`src/rtl/onn_pkg.sv`:
```
// ============================================================================
// onn_pkg : shared constants, FSM state codes and popcount for the ONN monitor
// rev 1.0
// ============================================================================
`default_nettype none

package onn_pkg;

  localparam int N_NEURON = 15;
  localparam int PHASE_W  = 4;
  localparam int PHI_W    = N_NEURON * PHASE_W;
  localparam int CNT_W    = $clog2(N_NEURON + 1);

  typedef logic [2:0] state_t;

  localparam state_t ST_IDLE   = 3'd0;
  localparam state_t ST_DROP   = 3'd1;
  localparam state_t ST_SETTLE = 3'd2;
  localparam state_t ST_SAMPLE = 3'd3;
  localparam state_t ST_EVAL   = 3'd4;
  localparam state_t ST_DONE   = 3'd5;

  function automatic logic [CNT_W-1:0] popcount(input logic [0:N_NEURON-1] v);
    logic [CNT_W-1:0] acc;
    acc = '0;
    for (int i = 0; i < N_NEURON; i++) begin
      acc = acc + CNT_W'(v[i]);
    end
    return acc;
  endfunction

endpackage

`default_nettype wire

```
`src/rtl/onn_check_timer.sv`:
```
// ============================================================================
// onn_check_timer : loadable down-counter with terminal-count flag
// rev 1.0
// ============================================================================
`default_nettype none

module onn_check_timer #(
  parameter int W = 6
) (
  input  logic         sclk,
  input  logic         re,
  input  logic         load,
  input  logic         en,
  input  logic [W-1:0] load_val,
  output logic         tc
);

  logic [W-1:0] r_count;

  always_ff @(posedge sclk) begin
    if (re) begin
      r_count <= '0;
    end else if (load) begin
      r_count <= load_val;
    end else if (en && (r_count != '0)) begin
      r_count <= r_count - 1'b1;
    end
  end

  assign tc = (r_count == '0);

endmodule

`default_nettype wire

```
`src/rtl/onn_convergence_monitor.sv`:
```
// ============================================================================
// onn_convergence_monitor : drop/check sequencing and convergence readout
// rev 1.0
// ============================================================================
`default_nettype none

module onn_convergence_monitor
  import onn_pkg::*;
#(
  parameter int DROP_CYCLES   = 32,
  parameter int CHECK_PERIOD  = 16,
  parameter int STABLE_CHECKS = 3,
  parameter int MAX_CHECKS    = 64
) (
  input  logic                               sclk,
  input  logic                               re,
  input  logic                               start,
  input  logic [0:N_NEURON-1]                state_changed,
  input  logic [0:PHI_W-1]                   phi_out,
  output logic                               drop,
  output logic                               state_cheak,
  output logic                               busy,
  output logic                               done,
  output logic                               converged,
  output logic [0:PHI_W-1]                   result_phase,
  output logic [CNT_W-1:0]                   changed_count,
  output logic [$clog2(MAX_CHECKS+1)-1:0]    checks_used
);

  localparam int CHK_W = $clog2(MAX_CHECKS + 1);
  localparam int STB_W = $clog2(STABLE_CHECKS + 1);
  localparam int TMR_W = $clog2(((DROP_CYCLES > CHECK_PERIOD) ? DROP_CYCLES : CHECK_PERIOD) + 1);

  localparam logic [TMR_W-1:0] DROP_LOAD   = TMR_W'(DROP_CYCLES - 1);
  localparam logic [TMR_W-1:0] SETTLE_LOAD = TMR_W'(CHECK_PERIOD - 1);

  state_t             r_state;
  logic [STB_W-1:0]   r_stable;

  logic               w_accept;
  logic [CNT_W-1:0]   w_pop;
  logic [STB_W-1:0]   w_stable_next;
  logic [CHK_W-1:0]   w_checks_next;
  logic               w_conv_hit;
  logic               w_timeout_hit;
  logic               w_tmr_load;
  logic [TMR_W-1:0]   w_tmr_load_val;
  logic               w_tmr_en;
  logic               w_tmr_tc;

  always_comb begin
    w_accept       = start && ((r_state == ST_IDLE) || (r_state == ST_DONE));
    w_pop          = popcount(state_changed);
    w_stable_next  = (w_pop == '0) ? (r_stable + 1'b1) : '0;
    w_checks_next  = checks_used + 1'b1;
    // Convergence takes priority over the check budget running out.
    w_conv_hit     = (r_state == ST_EVAL) && (w_stable_next == STB_W'(STABLE_CHECKS));
    w_timeout_hit  = (r_state == ST_EVAL) && !w_conv_hit && (w_checks_next == CHK_W'(MAX_CHECKS));
    w_tmr_load     = w_accept
                   || ((r_state == ST_DROP) && w_tmr_tc)
                   || ((r_state == ST_EVAL) && !w_conv_hit && !w_timeout_hit);
    w_tmr_load_val = w_accept ? DROP_LOAD : SETTLE_LOAD;
    w_tmr_en       = (r_state == ST_DROP) || (r_state == ST_SETTLE);
  end

  onn_check_timer #(
    .W (TMR_W)
  ) u_timer (
    .sclk     (sclk),
    .re       (re),
    .load     (w_tmr_load),
    .en       (w_tmr_en),
    .load_val (w_tmr_load_val),
    .tc       (w_tmr_tc)
  );

  always_ff @(posedge sclk) begin
    if (re) begin
      r_state       <= ST_IDLE;
      r_stable      <= '0;
      drop          <= 1'b0;
      state_cheak   <= 1'b0;
      busy          <= 1'b0;
      done          <= 1'b0;
      converged     <= 1'b0;
      result_phase  <= '0;
      changed_count <= '0;
      checks_used   <= '0;
    end else begin
      state_cheak <= 1'b0;
      case (r_state)
        ST_IDLE, ST_DONE: begin
          if (start) begin
            r_state     <= ST_DROP;
            r_stable    <= '0;
            drop        <= 1'b1;
            busy        <= 1'b1;
            done        <= 1'b0;
            converged   <= 1'b0;
            checks_used <= '0;
          end
        end
        ST_DROP: begin
          if (w_tmr_tc) begin
            r_state <= ST_SETTLE;
            drop    <= 1'b0;
          end
        end
        ST_SETTLE: begin
          if (w_tmr_tc) begin
            r_state     <= ST_SAMPLE;
            state_cheak <= 1'b1;
          end
        end
        ST_SAMPLE: begin
          r_state <= ST_EVAL;
        end
        ST_EVAL: begin
          changed_count <= w_pop;
          checks_used   <= w_checks_next;
          r_stable      <= w_stable_next;
          if (w_conv_hit || w_timeout_hit) begin
            r_state      <= ST_DONE;
            converged    <= w_conv_hit;
            result_phase <= phi_out;
            busy         <= 1'b0;
            done         <= 1'b1;
          end else begin
            r_state <= ST_SETTLE;
          end
        end
        default: begin
          r_state <= ST_IDLE;
        end
      endcase
    end
  end

endmodule

`default_nettype wire

```
`config.mk`:
```
export PLATFORM = sky130hd
export DESIGN_NAME = onn_convergence_monitor
export DESIGN_NICKNAME = d
export VERILOG_FILES = /design/src/rtl/onn_pkg.sv /design/src/rtl/onn_check_timer.sv /design/src/rtl/onn_convergence_monitor.sv
export SDC_FILE = /design/constraint.sdc
export NUM_CORES = 1
export LEC_CHECK = 0
export CORE_UTILIZATION = 25
export CTS_BUF_LIST = sky130_fd_sc_hd__clkbuf_8
export DETAILED_ROUTE_END_ITERATION = 16
export PLACE_DENSITY_LB_ADDON = 0.08
export SLEW_MARGIN = 15
export SYNTH_ARGS = -nofsm -noshare
export SYNTH_HDL_FRONTEND = slang
export SYNTH_SLANG_ARGS = --single-unit
export TNS_END_PERCENT = 20
```
`constraint.sdc`:
```
create_clock -name sclk -period 16.45 [get_ports sclk]
set_clock_uncertainty 0.05 [all_clocks]
set_input_delay 3.29 -clock sclk [delete_from_list [all_inputs] [get_ports sclk]]
set_output_delay 3.29 -clock sclk [all_outputs]
set_load 0.03 [all_outputs]
```
==> results_dict.tcl <==
set metrics [dict create \
    syn_to_final_growth_pct 42.50 \
    antenna_cells 0 \
    grt_use_met3 0.06705 \
    layout.nets 694 \
    clkLatencyLatePin_ns 0.38 \
    yosysSeqAreaShare 0.4069 \
    die_area_um2 17650 \
    r2r_start "checks_used[0]" \
    critPathCaptureType "flip-flop" \
    wl_per_cell_um 14.27 \
    dp_cells 809 \
    hp-class "reg2reg" \
    cap_violations 0 \
    pwr_density_cell_nw_per_um2 90.27 \
    crit_type "in2reg" \
    synth_fp_nets 571 \
    path_max_fanout 69 \
    dr.pass1.iters 4 \
    post-route-period-util 0.5466 \
    fillers 1695 \
    via_per_inst 4.667 \
    grt_util_all_layers 0.1386 \
    grt_pass1_wl_um 19510 \
    crit_path_start_kind "input pin" \
    htreeDepth 3 \
    relSlewSlack 0.3390 \
    grt-ovfl-total 0 \
    instances_no_fill 825 \
    clock_sinks 87 \
    worstPathArrival_ns 9.16 \
    die_y_um 132.9 \
    cts_buffers 9 \
    gp_congestion 0.7046 \
    fmax_mhz 111.2 \
    endpoint "result_phase[29]" \
    fin_hold_ws_ns 0.4125 \
    required_ns 16.62 \
    ctsHoldBuffers 0 \
    crit_start "state_changed[14]" \
    avgSynthCellArea_um2 8.973 \
    die_w_um 132.9 \
    postRouteAntennaNets 0 \
    grt_use_met1 0.1657 \
    start_util 0.2572 \
    vdd_ir_drop_max_uv 42.27 \
    antenna_found_initial 0 \
    worstRegToRegCells 8 \
    synth-edff-count 0 \
    drv_slew 0 \
    cts_resized 0 \
    period_needed_ns 8.992 \
    top_usage_layer "met2" \
    grt_pass1_vias 3796 \
    fin_area_um2 6100 \
    rows 47 \
    synth_area_um2 4280 \
    place.port_buffers 153 \
    drive_above_1_share 0.04132 \
    synth.yosys.warnings 0 \
    async_flop_share 0 \
    status "finished clean" \
    drc 0 \
    drtIter0Drc 173 \
    globalRouteMet2Util 0.2190 \
    cts_setup_buffers 0 \
    postSynthCellCount 477 \
    num_vias 3850 \
    setup_viol 0 \
    place_area_um2 5903 \
    cts_tree "done" \
    place_hpwl_um 7641 \
    synth-seq-cells 87 \
    synthFlopType "dfxtp_1" \
    synth.distinct_cells 43 \
    rr_endpoint "result_phase[29]" \
    leakagePower_nw 2.118 \
    path_clk_slew_ns 0.09 \
    finalHoldViolations 0 \
    rrSetupSlack_ns 13.26 \
    grt_max_degree 88 \
    cts-root-buf "clkbuf_8" \
    max-clock-path-buffers 2 \
    p_total_mw 0.5506 \
    tightest_slew_ns 0.9915 \
    rsz0062_at_grt "no" \
    final.setup.tns_ns 0 \
    core_area_um2 16640 \
    ios 154 \
    wl_um 11770 \
]
## cells in the final DEF, fill, tap and decap left out, types with 6 or more instances in the layout
cell type        count
clkbuf_8             9
nand2_1             16
ha_1                 6
nand3_1             66
nor2_1              15
fa_1                10
inv_1               20
a21bo_1             60
a21oi_1             81
o21ai_0              6
nor3_1               9
dfxtp_1             87
clkdlybuf4s50_1    152
## Yosys cell counts (all sizes together) (2+ instances only)
cell type / number / area (um^2)
buf: 14 / 108.9
and3b: 2 / 17.52
clkbuf: 31 / 116.4
a21bo: 60 / 600.6
ha: 6 / 75.07
dfxtp: 87 / 1742
nor2: 16 / 60.06
xor2: 4 / 35.03
or3: 3 / 18.77
nor2b: 4 / 25.02
xnor2: 5 / 43.79
nor3b: 2 / 20.02
o21ai: 7 / 35.03
nor3: 9 / 45.04
a211oi: 5 / 37.54
nand2b: 4 / 25.02
a21oi: 81 / 405.4
inv: 20 / 75.07
a2111oi: 2 / 25.02
nand3b: 5 / 37.54
fa: 10 / 200.2
a31o: 2 / 17.52
nand2: 16 / 60.06
nand4: 2 / 12.51
nand3: 66 / 330.3
and3: 2 / 12.51
a41oi: 2 / 17.52
## worst max-delay path, cell delays in order
cell	delay (ns)
clkdlybuf4s50_1	0.45
inv_1	0.05
fa_1	0.53
inv_1	0.05
fa_1	0.47
fa_1	0.51
inv_1	0.05
fa_1	0.44
fa_1	0.41
fa_1	0.40
xnor2_1	0.18
or4b_1	0.53
nor3b_2	0.25
a31o_4	0.57
buf_4	0.67
a21bo_1	0.20
a21oi_1	0.06
## worst min-delay path by stage
stage	startpoint	to	slack [ns]	cells after the start
after CTS	changed_count[2]	changed_count[2]	0.42	2
after global routing	changed_count[3]	changed_count[3]	0.45	2
after floorplan	r_stable[1]	r_stable[1]	0.41	2
after global placement	changed_count[3]	changed_count[3]	0.41	2
final	changed_count[2]	changed_count[2]	0.41	2
after detailed placement	changed_count[2]	changed_count[2]	0.40	2
## flip-flops by register name (all words and copies together) (netlist names)
register and flops:
r_stable 2, busy 1, converged 1, drop 1, done 1, changed_count 4, state_cheak 1, r_state 3
result_phase 60, u_timer.r_count 6, checks_used 7
## power by group
group / internal [mW] / switching [mW]
clock: 0.0705 / 0.0845
sequential: 0.222 / 0.0155
combinational: 0.0712 / 0.0868
total: 0.364 / 0.187
## logic make-up (layout without fill, tap and decap cells)
group | count (synthesis) | count (layout) | share of synthesized area
DFF | 87 | 87 | 0.4069
AOI/OAI and AO/OA | 164 | 164 | 0.2754
buffers and inverters | 65 | 193 | 0.07015
adders and majority gates | 16 | 16 | 0.06431
and+or+nand+nor | 136 | 136 | 0.1649
xor gates and xnor gates | 9 | 9 | 0.01841
## metrics by stage
step                utilization  worst slack (ns)
floorplan                     -             8.603
global placement         0.3547             7.100
detailed placement       0.3547             7.017
CTS                      0.3665             7.418
global route             0.3665             7.151
finish                   0.3665             7.458
## layer usage
| metal | up-vias | share of wire |
|---|---|---|
| met3 | 11 | 0.087 |
| met1 | 1808 | 0.45 |
| met5 | - | 0 |
| met2 | 104 | 0.46 |
| li1 | 1927 | - |
| met4 | 0 | 0.011 |
## final cells by class
| cell class | instances | area [um^2] | share of cell area |
|---|---|---|---|
| Multi-Input combinational cell | 325 | 2255 | 0.3696 |
| Sequential cell | 87 | 1742 | 0.2855 |
| Timing Repair Buffer | 157 | 1556 | 0.2552 |
| Tap cell | 220 | 275.3 | 0.04513 |
| Clock buffer | 9 | 123.9 | 0.02031 |
| Inverter | 20 | 75.07 | 0.01231 |
| Clock inverter | 7 | 72.57 | 0.01190 |
No activity file was read; power rests on OpenSTA's default activity.
==> RTL change 1 (config.mk and constraints unchanged) <==
The parameter `DROP_CYCLES` goes from 32 to 64.
--- a/src/rtl/onn_convergence_monitor.sv
+++ b/src/rtl/onn_convergence_monitor.sv
@@ -8,5 +8,5 @@
   import onn_pkg::*;
 #(
-  parameter int DROP_CYCLES   = 32,
+  parameter int DROP_CYCLES   = 64,
   parameter int CHECK_PERIOD  = 16,
   parameter int STABLE_CHECKS = 3,
Formal check against the unedited RTL: no difference found for any inputs over 4 cycles, from zero or initial values; that may be too few to reach the edited logic, so the function may still have changed.
==> RTL change 1 against the original RTL <==
Utilization grew 1.5 points; sequential cell count grew 1; total power grew 1.9%; setup slack gained 0.74 ns; final area shrank 4.3%; critical path depth is the same; worst hold slack gained 0.0014 ns; routed wire length shrank 17%; area after synthesis shrank 8.0%; critical endpoint is now result_phase[34]$_SDFFE_PP0P_.
==> RTL change 1: results <==
metrics = {
    "detailed_routing": {
        "vias": 3277,
        "met2_length_mm": 4.71,
        "vias_per_cell": 4.25,
        "drtIter0Drc": 141,
        "wl_met3_um": 625,
        "met1_length_mm": 4.36,
    },
    "final_layout": {
        "final_area_um2": 5840,
        "fillers": 1541,
        "top_regs": "result_phase: 60 flops, checks_used: 7 flops, u_timer.r_count: 7 flops",
    },
    "synthesis": {
        "yosysUniqueCellTypes": 44,
        "synth-xor-area-share_pct": 1.56,
        "synth_area_leaders": "dfxtp_1, mux2i_1, nor2_1",
        "synthCells": 411,
        "yosysTopAreaCellShare_pct": 44.7,
        "synth_fp_nets": 505,
        "yosysSeqAreaShare_pct": 44.7,
        "synth_fa_ha_area_share_pct": 6.99,
    },
    "critical_path": {
        "critPathMaxFanout": 33,
        "r2r_slack_ns": 13.72,
    },
    "status": {
        "status": "finished clean",
    },
    "place": {
        "place_inst": 755,
        "hpwlAfterDp_mm": 6.72,
        "place_area_um2": 5620,
    },
    "power_and_ir_drop": {
        "p_int_uw": 383,
        "powerDensity_nw_per_um2": 96.1,
        "p_clk_share_pct": 28.7,
    },
    "grt": {
        "grt_max_degree": 89,
        "grt_pass1_vias": 3223,
        "met3_usage_pct": 4.82,
    },
    "sta": {
        "fmax_mhz": 121,
        "slew_headroom_pct": 33.7,
    },
    "min_path": {
        "worstHoldEndpoint": "busy$_SDFFE_PP0P_",
    },
    "clock_network": {
        "worstSkewPairLatency_ns": 0.36,
    },
}
[RTL change 1: changes by cell type after synthesis, sizes merged, moves of 2 or more]
cell    unedited run  this run
nor2              16        80
mux2i              0        60
a21bo             60         1
nand3             66         7
a21oi             81        24
clkbuf            31        16
buf               14         7
o21ai              7        14
nand2             16        21
a21o               0         3
a31o               2         0
or3                3         1
or4b               1         3
xor2               4         2
[RTL change 1: critical path, stage by stage]
cell and delay, ns:
clkdlybuf4s50_1 0.45, inv_1 0.05, fa_1 0.52, inv_1 0.05, fa_1 0.49, fa_1 0.51, inv_1 0.05, fa_1 0.44
fa_1 0.41, fa_1 0.39, xnor2_1 0.17, or4b_4 0.54, nor3b_4 0.30, o21ai_4 0.10, buf_4 0.35, mux2i_1 0.24
nor2_1 0.05
[RTL change 1: final cells by class]
cell class	count	share of cell area [%]
Sequential cell	88	30.2
Inverter	21	1.35
Timing Repair Buffer	156	26.5
Multi-Input combinational cell	279	33.7
Clock inverter	4	0.879
Tap cell	211	4.52
Clock buffer	12	2.83
==> RTL change 2 (same settings) <==
Without the edit above. Add an input register stage for `re`, `start`, `state_changed` and `phi_out`, without a reset; this delays them by one clock.
--- a/src/rtl/onn_convergence_monitor.sv
+++ b/src/rtl/onn_convergence_monitor.sv
@@ -35,4 +35,16 @@
   localparam logic [TMR_W-1:0] SETTLE_LOAD = TMR_W'(CHECK_PERIOD - 1);
 
+  logic re_q;
+  logic start_q;
+  logic [0:N_NEURON-1] state_changed_q;
+  logic [0:PHI_W-1] phi_out_q;
+
+  always_ff @(posedge sclk) begin
+    re_q            <= re;
+    start_q         <= start;
+    state_changed_q <= state_changed;
+    phi_out_q       <= phi_out;
+  end
+
   state_t             r_state;
   logic [STB_W-1:0]   r_stable;
@@ -50,6 +62,6 @@
 
   always_comb begin
-    w_accept       = start && ((r_state == ST_IDLE) || (r_state == ST_DONE));
-    w_pop          = popcount(state_changed);
+    w_accept       = start_q && ((r_state == ST_IDLE) || (r_state == ST_DONE));
+    w_pop          = popcount(state_changed_q);
     w_stable_next  = (w_pop == '0) ? (r_stable + 1'b1) : '0;
     w_checks_next  = checks_used + 1'b1;
@@ -68,5 +80,5 @@
   ) u_timer (
     .sclk     (sclk),
-    .re       (re),
+    .re       (re_q),
     .load     (w_tmr_load),
     .en       (w_tmr_en),
@@ -76,5 +88,5 @@
 
   always_ff @(posedge sclk) begin
-    if (re) begin
+    if (re_q) begin
       r_state       <= ST_IDLE;
       r_stable      <= '0;
@@ -91,5 +103,5 @@
       case (r_state)
         ST_IDLE, ST_DONE: begin
-          if (start) begin
+          if (start_q) begin
             r_state     <= ST_DROP;
             r_stable    <= '0;
@@ -123,5 +135,5 @@
             r_state      <= ST_DONE;
             converged    <= w_conv_hit;
-            result_phase <= phi_out;
+            result_phase <= phi_out_q;
             busy         <= 1'b0;
             done         <= 1'b1;
Check against the original RTL: not equivalent (Yosys sat finds a counterexample within 4 cycles, from zero or initial values).
==> RTL change 2 against the original RTL <==
Sequential cell count increased by 77; setup slack improved by 3.4 ns; final cell count increased by 49%; total power increased by 50%; count of clock-buffer cells in the layout increased by 8; die area increased by 59%; area after synthesis increased by 60%; non-clock buffer count increased by 2; global-route usage decreased by 0.89 points; worst hold slack got worse by 0.00062 ns; sequential power increased by 75%; critical path depth decreased by 3; routed wire length increased by 52%; final area increased by 48%; critical path type is now reg2reg; largest power group unchanged.
==> RTL change 2: results <==
metrics = {
    "status": {
        "status": "finished clean",
    },
    "power_and_ir_drop": {
        "cellLeakagePower_nw": 3.56,
        "powerSeq_uw": 416,
        "ir_worst_vdd_uv": 51.1,
        "sequentialPowerShare_pct": 50.4,
        "p_int_uw": 608,
        "combinationalPowerShare_pct": 10.7,
    },
    "final_layout": {
        "seq_cells": 164,
        "top_regs": "phi_out_q: 60 flops, result_phase: 60 flops, state_changed_q: 15 flops",
        "layout.nets": 966,
        "n_all_inverters": 24,
        "nNonClkBuffers": 159,
        "clkCellAreaFrac_pct": 4.75,
        "fin_util_pct": 33.4,
        "buffer_area_share_pct": 17.5,
        "instances_no_fill": 1226,
        "fillers": 2740,
        "layout-drive-gt1-share_pct": 8.70,
        "seq_share_pct": 36.5,
        "multi_input_cells": 506,
        "nClkBuffers": 17,
        "multi_input_area_um2": 3200,
    },
    "grt": {
        "grt_usage_pct": 13.0,
        "antenna_found_initial": 2,
        "grt_pass1_vias": 5412,
        "grt_util_met1_pct": 17.2,
        "grt_use_met2_pct": 20.4,
        "met3_usage_pct": 4.09,
        "grt_max_degree": 93,
        "grt-ovfl-total": 0,
        "grt_pass1_wl_mm": 29.1,
    },
    "detailed_routing": {
        "drtIter0Drc": 273,
        "vias_per_cell": 4.62,
        "top_layer": "met5",
        "wl_met3_um": 916,
        "met2_length_mm": 8.22,
    },
    "synthesis": {
        "synth.area.mux_share_pct": 0.329,
        "synthCells": 755,
        "synth_fa_ha_area_share_pct": 4.02,
        "synth_fp_nets": 849,
        "ys_top_cells_by_count": "dfxtp_1, nand2_1, a21oi_1",
        "yosysSeqAreaShare_pct": 47.9,
        "synth_area_leaders": "dfxtp_1, nand2_1, o311ai_2",
        "synth-xor-area-share_pct": 0.767,
        "yosysUniqueCellTypes": 53,
        "synth_compound_area_share_pct": 21.0,
    },
    "floorplan": {
        "die_w_um": 168,
    },
    "place": {
        "place_area_um2": 8570,
        "gp_congestion": 0.686,
        "hpwlAfterDp_mm": 11.1,
        "place_inst": 1194,
    },
    "critical_path": {
        "critPathMaxFanout": 70,
        "cp_slowest_stage_delay_ns": 0.77,
        "crit_arrival_ns": 5.86,
    },
    "clock_network": {
        "worstSkewPairLatency_ns": 0.45,
        "cts_max_level": 4,
    },
    "sta": {
        "worst_pin_slew_ns": 1.16,
    },
}
==> RTL change 2: cell count changes after synthesis, moves of 11 or more <==
cell and change:
nand2_1 +116, dfxtp_1 +77, a21bo_1 -60, and3_1 +60, nand3_1 -58, nor2_1 +58
o311ai_2 +30, o311ai_0 +19, buf_2 +16, o311ai_1 +11
==> RTL change 2: worst paths after layout <==
| kind | from | to | cells past startpoint | slack, ns |
|---|---|---|---|---|
| setup / recovery | state_changed_q[14]$_DFF_P_ | result_phase[49]$_SDFFE_PP0P_ | 14 | 10.83 |
| hold / removal | done$_SDFFE_PP0P_ | done$_SDFFE_PP0P_ | 2 | 0.41 |
| setup reg to reg | state_changed_q[14]$_DFF_P_ | result_phase[49]$_SDFFE_PP0P_ | 14 | 10.83 |
| hold reg to reg | done$_SDFFE_PP0P_ | done$_SDFFE_PP0P_ | 2 | 0.41 |
